File: config.mk
export PLATFORM = sky130hd
export DESIGN_NAME = alu_ctrl_seq
export DESIGN_NICKNAME = d
export VERILOG_FILES = /design/src/rtl/alu_ctrl_seq.sv
export SDC_FILE = /design/constraint.sdc
export NUM_CORES = 1
export LEC_CHECK = 0
export BUFFER_PORTS_ARGS = -buffer_cell sky130_fd_sc_hd__buf_2
export CORE_MARGIN = 1
export CORE_UTILIZATION = 55
export CTS_BUF_LIST = sky130_fd_sc_hd__clkbuf_16
export CTS_CLUSTER_SIZE = 16
export DETAILED_ROUTE_END_ITERATION = 6
export GPL_ROUTABILITY_DRIVEN = 0
export MAX_ROUTING_LAYER = met4
export PLACE_DENSITY = 0.85
export SLEW_MARGIN = 20
export SYNTH_ARGS = -nofsm -noshare
export SYNTH_HDL_FRONTEND = slang
export SYNTH_SLANG_ARGS = --single-unit
File: constraint.sdc
create_clock -name clk_i -period 2.9 [get_ports clk_i]
set_input_delay 0.145 -clock clk_i [delete_from_list [all_inputs] [get_ports clk_i]]
set_output_delay 0.145 -clock clk_i [all_outputs]
set_load 0.01 [all_outputs]
File: src/rtl/alu_ctrl_seq.sv
// Registered ALU-control stage between ID and EX: decodes funct/ALUOp, handles
// valid/ready with stall and flush, and sequences multi-cycle mult/div.
module alu_ctrl_seq #(
  parameter int unsigned FUNCT_W    = 6,
  parameter int unsigned OP_W       = 3,
  parameter int unsigned CTRL_W     = 4,
  parameter int unsigned MUL_CYCLES = 4,
  parameter int unsigned DIV_CYCLES = 32,
  parameter int unsigned CNT_W      = 6
) (
  input  logic               clk_i,
  input  logic               rst_i,
  input  logic               valid_i,
  input  logic [FUNCT_W-1:0] funct_i,
  input  logic [OP_W-1:0]    aluop_i,
  input  logic               stall_i,
  input  logic               flush_i,
  output logic               ready_o,
  output logic               valid_o,
  output logic [CTRL_W-1:0]  alu_ctrl_o,
  output logic [1:0]         result_sel_o,
  output logic               left_right_o,
  output logic               shift_var_o,
  output logic               muldiv_start_o,
  output logic               muldiv_op_o,
  output logic               muldiv_abort_o,
  output logic               busy_o,
  output logic               illegal_o
);

  typedef enum logic {IDLE, BUSY} state_t;

  state_t             state;
  logic [CNT_W-1:0]   cnt;
  logic               accept;

  logic [CTRL_W-1:0]  d_ctrl;
  logic [1:0]         d_sel;
  logic               d_lr;
  logic               d_var;
  logic               d_md;
  logic               d_op;
  logic               d_ill;

  // Gated by rst_i so the requester sees no acceptance while in reset.
  assign ready_o = rst_i && (state == IDLE) && !(valid_o && stall_i);
  assign accept  = valid_i && ready_o && !flush_i;

  // Combinational decode of the incoming request.
  always_comb begin
    d_ctrl = '0;
    d_sel  = 2'd0;
    d_lr   = 1'b0;
    d_var  = 1'b0;
    d_md   = 1'b0;
    d_op   = 1'b0;
    d_ill  = 1'b0;
    if (aluop_i == OP_W'(3'b000)) begin
      case (funct_i)
        FUNCT_W'(6'b100001): d_ctrl = CTRL_W'(4'b0010);
        FUNCT_W'(6'b100011): d_ctrl = CTRL_W'(4'b0110);
        FUNCT_W'(6'b100100): d_ctrl = CTRL_W'(4'b0000);
        FUNCT_W'(6'b100101): d_ctrl = CTRL_W'(4'b0001);
        FUNCT_W'(6'b101010): d_ctrl = CTRL_W'(4'b0111);
        FUNCT_W'(6'b000000): d_sel = 2'd1;
        FUNCT_W'(6'b000100): begin d_sel = 2'd1; d_var = 1'b1; end
        FUNCT_W'(6'b000011): begin d_sel = 2'd1; d_lr = 1'b1; end
        FUNCT_W'(6'b000111): begin d_sel = 2'd1; d_lr = 1'b1; d_var = 1'b1; end
        FUNCT_W'(6'b011000): begin d_sel = 2'd2; d_md = 1'b1; end
        FUNCT_W'(6'b011010): begin d_sel = 2'd2; d_md = 1'b1; d_op = 1'b1; end
        default:             d_ill = 1'b1;
      endcase
    end else begin
      case (aluop_i)
        OP_W'(3'b001): d_ctrl = CTRL_W'(4'b0010);
        OP_W'(3'b010): d_ctrl = CTRL_W'(4'b0111);
        OP_W'(3'b011): d_ctrl = CTRL_W'(4'b0110);
        OP_W'(3'b100): d_ctrl = CTRL_W'(4'b0110);
        OP_W'(3'b110): d_ctrl = CTRL_W'(4'b0001);
        OP_W'(3'b101): d_sel  = 2'd1;
        default:       d_ill  = 1'b1;
      endcase
    end
  end

  // State, iteration counter and registered outputs.
  always_ff @(posedge clk_i or negedge rst_i) begin
    if (!rst_i) begin
      state          <= IDLE;
      cnt            <= '0;
      valid_o        <= 1'b0;
      alu_ctrl_o     <= '0;
      result_sel_o   <= 2'd0;
      left_right_o   <= 1'b0;
      shift_var_o    <= 1'b0;
      muldiv_start_o <= 1'b0;
      muldiv_op_o    <= 1'b0;
      muldiv_abort_o <= 1'b0;
      busy_o         <= 1'b0;
      illegal_o      <= 1'b0;
    end else if (flush_i) begin
      muldiv_abort_o <= (state == BUSY);
      muldiv_start_o <= 1'b0;
      state          <= IDLE;
      cnt            <= '0;
      valid_o        <= 1'b0;
      busy_o         <= 1'b0;
    end else begin
      muldiv_start_o <= 1'b0;
      muldiv_abort_o <= 1'b0;
      case (state)
        IDLE: begin
          if (accept) begin
            alu_ctrl_o   <= d_ctrl;
            result_sel_o <= d_sel;
            left_right_o <= d_lr;
            shift_var_o  <= d_var;
            muldiv_op_o  <= d_op;
            illegal_o    <= d_ill;
            if (d_md) begin
              state          <= BUSY;
              cnt            <= d_op ? CNT_W'(DIV_CYCLES - 1) : CNT_W'(MUL_CYCLES - 1);
              muldiv_start_o <= 1'b1;
              busy_o         <= 1'b1;
              valid_o        <= 1'b0;
            end else begin
              valid_o <= 1'b1;
            end
          end else if (!(valid_o && stall_i)) begin
            valid_o <= 1'b0;
          end
        end
        BUSY: begin
          if (cnt == '0) begin
            state   <= IDLE;
            valid_o <= 1'b1;
            busy_o  <= 1'b0;
          end else begin
            cnt <= cnt - CNT_W'(1);
          end
        end
        default: state <= IDLE;
      endcase
    end
  end

endmodule

==> metrics.md <==
| Metric | Value |
|---|---|
| Outcome | `complete, no violations` |
| Synth Warn # | `0` |
| Power per cell area | `465.2 nW/µm²` |
| Initial antenna violation count | `0` |
| Fin area | `1454 µm²` |
| Final hold violations | `0` |
| Slew HR | `0.5503` |
| Starting Density | `0.6042` |
| Post-DRT Antenna Nets | `0` |
| Clock Latency Late Sink | `250 ps` |
| Core Box Area | `2042 µm²` |
| # diodes | `0` |
| Max-Cap Viols | `0` |
| Area of the mapped netlist | `1234 µm²` |
| CTS clk-pin slew, worst paths | `60 ps` |
| Max Slew Vio Count | `0` |
| Crit Path Category | `reg -> reg` |
| Largest family of logic cells by synthesized area | `simple AND/OR/NAND/NOR gates` |
| Die W | `49.36 µm` |
| Gate count of the mapped netlist | `132` |
| Largest regs | `cnt x6, alu_ctrl_o x3, result_sel_o x2` |
| Syn Nets | `148` |
| Post-Synth Simple-Gate Area | `0.2627` |
| Clk sink count | `20` |
| Overflow after GRT | `0` |
| Nets | `176` |
| Post-synthesis sequential area ratio | `0.4057` |
| WP data arrival | `2120 ps` |
| Biggest register | `cnt` |
| CTS Root Buffer Type | `clkbuf_16` |
| Area grow syn2layout | `17.85%` |
| HPWL Detailed | `1997 µm` |
| DR vias/cell | `5.946` |
| Row count | `16` |
| Final worst-path cycle share | `0.6825` |
| Setup crit start kind | `register` |
| Hold slack final | `181.8 ps` |
| Port bufs | `27` |
| Total number of vias | `1106` |
| Post-CTS setup buffer count | `0` |
| Tot GR Track Use | `0.2630` |
| DRC Markers | `0` |
| Hold Path Class | `in -> reg` |
| TritonRoute pass-1 iters | `4` |
| Synth Area in Adders | `0.02028` |
| WL final | `2723 µm` |
| Die Height | `49.36 µm` |
| Synth unique cells | `46` |
| Post-synthesis compound-gate area fraction | `0.1866` |
| Share of layout cells above drive strength 1 | `0.2579` |
| First-pass GRT wire length | `4754 µm` |
| DR WL/cell | `14.64 µm` |
| Num CTS Buffers | `3` |
| Largest net degree at the start of global routing | `22` |
| Unrepaired setup endpoints after global routing | `no` |
| Worst IR Drop VDD | `0.0003938 V` |
| Final setup vio count | `0` |
| Multiplexer area fraction after synthesis | `0.03448` |
| FMAX | `0.5053 GHz` |
| # IOs | `29` |
| CTS tree | `built` |
| Worst Setup End Kind | `register` |
| Slew @ Worst Pin | `669.4 ps` |
| Crit path max fanout | `13` |
| Die ar. | `2436 µm²` |
| # H-tree levels | `1` |
| Max reg flops | `6` |
| Clock Skew | `1.366 ps` |
| LEAKAGE | `0.7046 nW` |
| CP required | `3040 ps` |
| XOR/XNOR Fraction of Synth Area | `0.03550` |
| Clk buf depth | `2` |
| Setup TNS | `0 ps` |
| Post-DP Area | `1365 µm²` |
| Min cycle time layout | `1979 ps` |
| Syn Area/Cell | `9.346 µm²` |
| Vias in the first global route | `1049` |
| Synth Register Bits | `20` |
| Iteration-0 DRC Markers | `30` |
==> Yosys cell counts, drive strengths merged <==
| master | instances | area (µm²) |
|---|---|---|
| dfrtp | 20 | 500.5 |
| nand2 | 15 | 56.30 |
| o21ai | 12 | 60.06 |
| nor2 | 7 | 26.28 |
| a21oi | 6 | 30.03 |
| inv | 5 | 18.77 |
| nor3 | 5 | 25.02 |
| nor3b | 5 | 37.54 |
| buf | 4 | 37.53 |
| nand2b | 3 | 18.77 |
| nand3 | 3 | 15.01 |
| nor4 | 3 | 33.78 |
| or3 | 3 | 18.77 |
| or4b | 3 | 33.78 |
| xor2 | 3 | 26.28 |
| and2 | 2 | 12.51 |
| clkbuf | 2 | 7.510 |
| ha | 2 | 25.02 |
| mux2 | 2 | 22.52 |
| mux2i | 2 | 20.02 |
| o211a | 2 | 20.02 |
| or2 | 2 | 12.51 |
| xnor2 | 2 | 17.52 |
| a211o | 1 | 8.760 |
| a211oi | 1 | 12.51 |
| a21boi | 1 | 7.510 |
| a21o | 1 | 8.760 |
| a221oi | 1 | 8.760 |
| a22o | 1 | 8.760 |
| a31o | 1 | 8.760 |
| a31oi | 1 | 6.260 |
| a32o | 1 | 10.01 |
| conb | 1 | 3.750 |
| nor2b | 1 | 6.260 |
| nor4bb | 1 | 10.01 |
| o211ai | 1 | 7.510 |
| o221ai | 1 | 8.760 |
| o22ai | 1 | 6.260 |
| o31a | 1 | 8.760 |
| o32ai | 1 | 8.760 |
| or3b | 1 | 8.760 |
| or4 | 1 | 8.760 |
==> through the flow <==
stage / total power [W] / cells / setup WS, ps / utilization
global route: 0.0007020 / 186 / 795.5 / 0.7120
CTS: 0.0006780 / 186 / 921.3 / 0.7120
finish: 0.0006763 / 186 / 920.8 / 0.7120
floorplan: 0.0003540 / 132 / 1115 / -
detailed placement: 0.0003947 / 181 / 926.8 / 0.6685
global placement: 0.0003909 / 181 / 981.2 / 0.6685
==> final timing paths <==
path	slack [ps]	cells past startpoint	endpoint	from
max	920	4	cnt[4]$_DFFE_PN0P_	state$_DFF_PN0_
min	180	2	alu_ctrl_o[0]$_DFFE_PN0P_	aluop_i[0]
max reg2reg	920	4	cnt[4]$_DFFE_PN0P_	state$_DFF_PN0_
min reg2reg	480	2	result_sel_o[1]$_DFFE_PN0P_	result_sel_o[1]$_DFFE_PN0P_
max in group asynchronous	2250	3	alu_ctrl_o[1]$_DFFE_PN0P_	rst_i
min in group asynchronous	440	3	cnt[0]$_DFFE_PN0P_	rst_i
==> per-layer routing <==
| layer | track usage | wire (µm) | vias to the layer above |
|---|---|---|---|
| met5 | - | 0 | - |
| met2 | 0.4201 | 1286 | 50 |
| met4 | 0.07353 | 20 | 0 |
| met3 | 0.03115 | 172 | 4 |
| met1 | 0.3513 | 1244 | 517 |
| li1 | - | - | 535 |
==> power breakdown <==
group / total (W) / internal (W) / switching, W
clock: 0.000285 / 0.000184 / 0.000101
sequential: 0.000299 / 0.000292 / 0.00000704
combinational: 0.0000925 / 0.0000377 / 0.0000547
==> timing repair <==
| item | in CTS | in global routing |
|---|---|---|
| hold buffers | 1 | 0 |
| endpoints found under the hold margin | 20 | 0 |
| gates resized for setup | 0 | 0 |
==> worst max-delay path, cell delays in order, from the launching register on <==
cell	delay, ps
dfrtp_1	520
a21o_2	290
nor4_4	470
mux2_1	370
o211a_1	210
==> placed cells by master (no fill, tap or decap), drive strengths merged, types with 3 or more instances in the layout <==
cell	count
a21oi	6
buf	28
clkbuf	3
dfrtp	20
inv	5
nand2	15
nand2b	3
nand3	3
nor2	7
nor3	5
nor3b	5
nor4	3
o21ai	12
or3	3
or4b	3
xor2	3
==> area by class of cell <==
class / count / area (µm²)
Clock inverter: 1 / 3.754
Inverter: 5 / 18.77
Tap cell: 27 / 33.78
Multi-Input combinational cell: 101 / 669.4
Sequential cell: 20 / 500.5
Timing Repair Buffer: 29 / 152.6
Fill cell: 181 / 588.1
Clock buffer: 3 / 75.07
==> cells by family (layout without fill, tap and decap cells) <==
family	after synthesis	in the layout
AND/OR/NAND/NOR	55	55
AO/OA/AOI/OAI	34	34
flip-flops	20	20
buffers and inverters	11	38
XOR/XNOR	5	5
multiplexers	4	4
adder cells (fa/ha/maj)	2	2
other	1	1
(Power assumes the default switching activity.)
